===== src/rtl/pipe_elastic_stage.sv =====
// Elastic register stage between CPU pipeline stages: DEPTH-entry circular buffer
// with valid/ready handshake, back-pressure and synchronous flush. All outputs come from flops.
module pipe_elastic_stage #(
  parameter int unsigned W     = 96,
  parameter int unsigned DEPTH = 2
) (
  input  logic                         clk,
  input  logic                         reset,
  input  logic                         flush,
  input  logic                         in_valid,
  output logic                         in_ready,
  input  logic [W-1:0]                 in_data,
  output logic                         out_valid,
  input  logic                         out_ready,
  output logic [W-1:0]                 out_data,
  output logic [$clog2(DEPTH+1)-1:0]   count,
  output logic                         full
);

  localparam int unsigned CW = $clog2(DEPTH + 1);
  localparam int unsigned PW = (DEPTH > 1) ? $clog2(DEPTH) : 1;

  logic [W-1:0]  mem [DEPTH];
  logic [PW-1:0] wp;
  logic [PW-1:0] rp;
  logic [PW-1:0] wp_nxt;
  logic [PW-1:0] rp_nxt;
  logic [CW-1:0] count_nxt;
  logic          push;
  logic          pop;

  assign push = in_valid & in_ready;
  assign pop  = out_valid & out_ready;

  // Head entry is read straight from the storage flops; stable while stalled.
  assign out_data = mem[rp];

  // Pointer/count next-state; flush overrides any push or pop in the same cycle.
  always_comb begin
    wp_nxt    = wp;
    rp_nxt    = rp;
    count_nxt = count;
    if (flush) begin
      wp_nxt    = '0;
      rp_nxt    = '0;
      count_nxt = '0;
    end else begin
      if (push) begin
        wp_nxt = (wp == PW'(DEPTH - 1)) ? '0 : wp + PW'(1);
      end
      if (pop) begin
        rp_nxt = (rp == PW'(DEPTH - 1)) ? '0 : rp + PW'(1);
      end
      if (push && !pop) begin
        count_nxt = count + CW'(1);
      end else if (pop && !push) begin
        count_nxt = count - CW'(1);
      end
    end
  end

  // Status flags are registered from the next count so no in->out or ready->ready path exists.
  always_ff @(posedge clk or negedge reset) begin
    if (!reset) begin
      wp        <= '0;
      rp        <= '0;
      count     <= '0;
      full      <= 1'b0;
      in_ready  <= 1'b1;
      out_valid <= 1'b0;
      for (int unsigned i = 0; i < DEPTH; i++) begin
        mem[i] <= '0;
      end
    end else begin
      wp        <= wp_nxt;
      rp        <= rp_nxt;
      count     <= count_nxt;
      full      <= (count_nxt == CW'(DEPTH));
      in_ready  <= (count_nxt != CW'(DEPTH));
      out_valid <= (count_nxt != '0);
      if (push && !flush) begin
        mem[wp] <= in_data;
      end
    end
  end

  // Occupancy invariants.
  a_count_bound : assert property (@(posedge clk) disable iff (!reset) count <= CW'(DEPTH));
  a_no_pop_empty : assert property (@(posedge clk) disable iff (!reset) !(pop && count == '0));

endmodule


===== config.mk =====
export PLATFORM = sky130hd
export DESIGN_NAME = pipe_elastic_stage
export DESIGN_NICKNAME = d
export VERILOG_FILES = /design/src/rtl/pipe_elastic_stage.sv
export SDC_FILE = /design/constraint.sdc
export NUM_CORES = 1
export LEC_CHECK = 0
export ABC_AREA = 1
export BUFFER_PORTS_ARGS = -buffer_cell sky130_fd_sc_hd__buf_4
export CORE_ASPECT_RATIO = 0.7
export CORE_UTILIZATION = 45
export CTS_CLUSTER_DIAMETER = 80
export DETAILED_ROUTE_END_ITERATION = 10
export PLACE_DENSITY = 0.77
export SYNTH_ARGS = -nofsm -noshare
export SYNTH_HDL_FRONTEND = slang
export SYNTH_SLANG_ARGS = --single-unit

===== constraint.sdc =====
create_clock -name clk -period 3.9 [get_ports clk]
set_input_delay 0 -clock clk [delete_from_list [all_inputs] [get_ports clk]]
set_output_delay 0 -clock clk [all_outputs]
set_load 0.1 [all_outputs]

==> impl_metrics.json <==
{
  "run_status": "finished, final reports clean",
  "cp_max_fo": 50,
  "port_buffers": 201,
  "arrival_ns": 2.35,
  "die_h_um": 123,
  "rsz0062_at_grt": "false",
  "p_per_area_nw_per_um2": 802,
  "design_area_um2": 12400,
  "dr.first_iter.drc_count": 608,
  "grt_pass1_vias": 7383,
  "ys_top_cells_by_area": "dfrtp_1, nand2_1, o21ai_2, buf_6, inv_1",
  "vdd.ir_drop.worst_mv": 0.567,
  "synth.avg_cell_area_um2": 8.83,
  "dr.pass1.iters": 5,
  "slew_headroom": 0.233,
  "vias": 7648,
  "routedWlPerCell_um": 13.7,
  "max_freq_mhz": 425,
  "grt_max_degree": 125,
  "gp_congestion": 0.764,
  "drive_above_1_share": 0.298,
  "io_pins": 202,
  "clock-root-buffer": "clkbuf_16",
  "slew_violations": 0,
  "dieArea_um2": 21500,
  "clk_pin_slew_worst_paths_ns": 0.07,
  "antenna_found_initial": 1,
  "yosysTopAreaCell": "dfrtp_1",
  "dp.cells": 1478,
  "core_um2": 20100,
  "wl_mm": 22.1,
  "netlist_instances": 1063,
  "maxCapViolations": 0,
  "htree_num_levels": 4,
  "finalHoldViolCount": 0,
  "min_period_ns": 2.35,
  "numCtsBuffers": 17,
  "hold_ws_ns": 0.269,
  "hp-class": "input pin to async pin",
  "synth-seq-area-share": 0.531,
  "synth.most_common_cell": "nand2_1",
  "cp.required_ns": 3.90,
  "area_growth_pct": 32.4,
  "cp-start-kind": "flip-flop",
  "post-cts-setup-buffers": 0,
  "synth_enable_flop_cells": 0,
  "grt.total_usage": 0.212,
  "post-route-drc-count": 0,
  "final_util": 0.618,
  "worstSetupEndpointType": "primary output",
  "dp_hpwl_mm": 12.7,
  "leakage_nw": 6.65,
  "grt_pass1_wl_mm": 36.0,
  "clock_latency_ns": 0.43,
  "setup_viol": 0,
  "fin_crit_sh": 0.603,
  "synthFlopType": "dfrtp_1",
  "grt-ovfl-total": 0,
  "synth_top_cell_area_share": 0.528,
  "tightest_slew_ns": 1.15,
  "ys_ff_latch": 199,
  "cts_sinks": 199,
  "avgViaCountPerCell": 4.75,
  "nets": 1428,
  "synth_area_um2": 9390,
  "post_cts_resized": 0,
  "cts_buffer_depth": 2,
  "tns_ns": 0,
  "yosysWarningCount": 0,
  "synth_cell_types": 21,
  "syn_nets": 1164,
  "fillers": 1684,
  "worstSetupPathType": "flip-flop to primary output",
  "fin_cells": 1611,
  "cts_tree": "yes",
  "start_util": 0.467,
  "async_flop_share": 1.00,
  "rows": 43,
  "hold_buffers": 100,
  "finClkSkew_ns": 0.00729,
  "die_w_um": 175,
  "yosys-top-cells-count": "nand2_1, dfrtp_1, o21ai_2",
  "ant_nets": 0,
  "place_area_um2": 10800
}
layout make-up:
cell class,instances,area (µm²),area share
diodes,1,2.50,0.000201
flip-flops and latches,199,4980,0.401
clock buffers,20,457,0.0367
well taps,270,338,0.0272
clock inverters,12,166,0.0134
inverters,104,392,0.0315
repair buffers,308,2620,0.211
multi-input cells,697,3470,0.279
cells by family after synthesis:
group / share of synthesized area
AO/OA/AOI/OAI: 0.164
buffers and inverters: 0.100
flip-flops: 0.531
AND/OR/NAND/NOR: 0.205
per-stage QoR:
| step | setup slack [ns] | power [mW] |
|---|---|---|
| 2_1_floorplan | 2.21 | 7.25 |
| 5_1_grt | 1.38 | 10.5 |
| 4_1_cts | 1.50 | 10.0 |
| 3_5_place_dp | 1.81 | 8.06 |
| 3_3_place_gp | 1.86 | 7.97 |
| 6_report | 1.55 | 9.97 |
worst max-delay path, cell delays in order, from the launching register on:
cell and delay, ns:
dfrtp_4 0.41, clkinv_2 0.59, buf_12 0.46, nand2_1 0.10
nand2_1 0.09, buf_4 0.25
placed cells by master, fill, tap and decap left out, types with 2 or more instances in the layout:
cell	instances
nand2_1	491
o21ai_0	15
nand3_1	6
clkbuf_8	3
buf_4	203
bufinv_16	3
clkbuf_16	17
clkinvlp_4	3
inv_1	102
clkinv_2	2
dfrtp_1	197
inv_8	2
o21ai_1	26
inv_6	2
o21ai_2	152
dlygate4sd3_1	100
buf_12	4
worst paths after layout:
kind	slack, ns	to	cells after the start	startpoint
worst min-delay path	0.27	mem[71]$_DFFE_PN0P_	2	reset
worst min register to register	0.48	mem[96]$_DFFE_PN0P_	2	mem[96]$_DFFE_PN0P_
worst max register to register	1.78	mem[77]$_DFFE_PN0P_	6	in_ready$_DFF_PN1_
min in group clk	0.38	mem[34]$_DFFE_PN0P_	4	in_data[34]
worst max-delay path	1.55	out_data[36]	5	rp$_DFFE_PN0P_
max in group asynchronous	2.64	mem[28]$_DFFE_PN0P_	3	reset
power by group:
part           leakage (nW)  switching, mW  internal (mW)
sequential             2.49          0.372           2.77
clock                 0.297          0.799           1.06
combinational          3.87           3.78           1.19
registers in the layout, summed over array words and instances, names as in the netlist:
signal,cells
count,2
full,1
in_ready,1
mem,192
out_valid,1
rp,1
wp,1
layer usage:
metal	part of all wire	track usage	vias up	wire (µm)
li1	-	-	3819	-
met1	0.46	0.284	3593	10200
met2	0.48	0.350	213	10500
met3	0.046	0.0403	23	1020
met5	0	0	-	0
met4	0.016	0.0652	0	359
No activity file was read; power rests on OpenSTA's default activity.
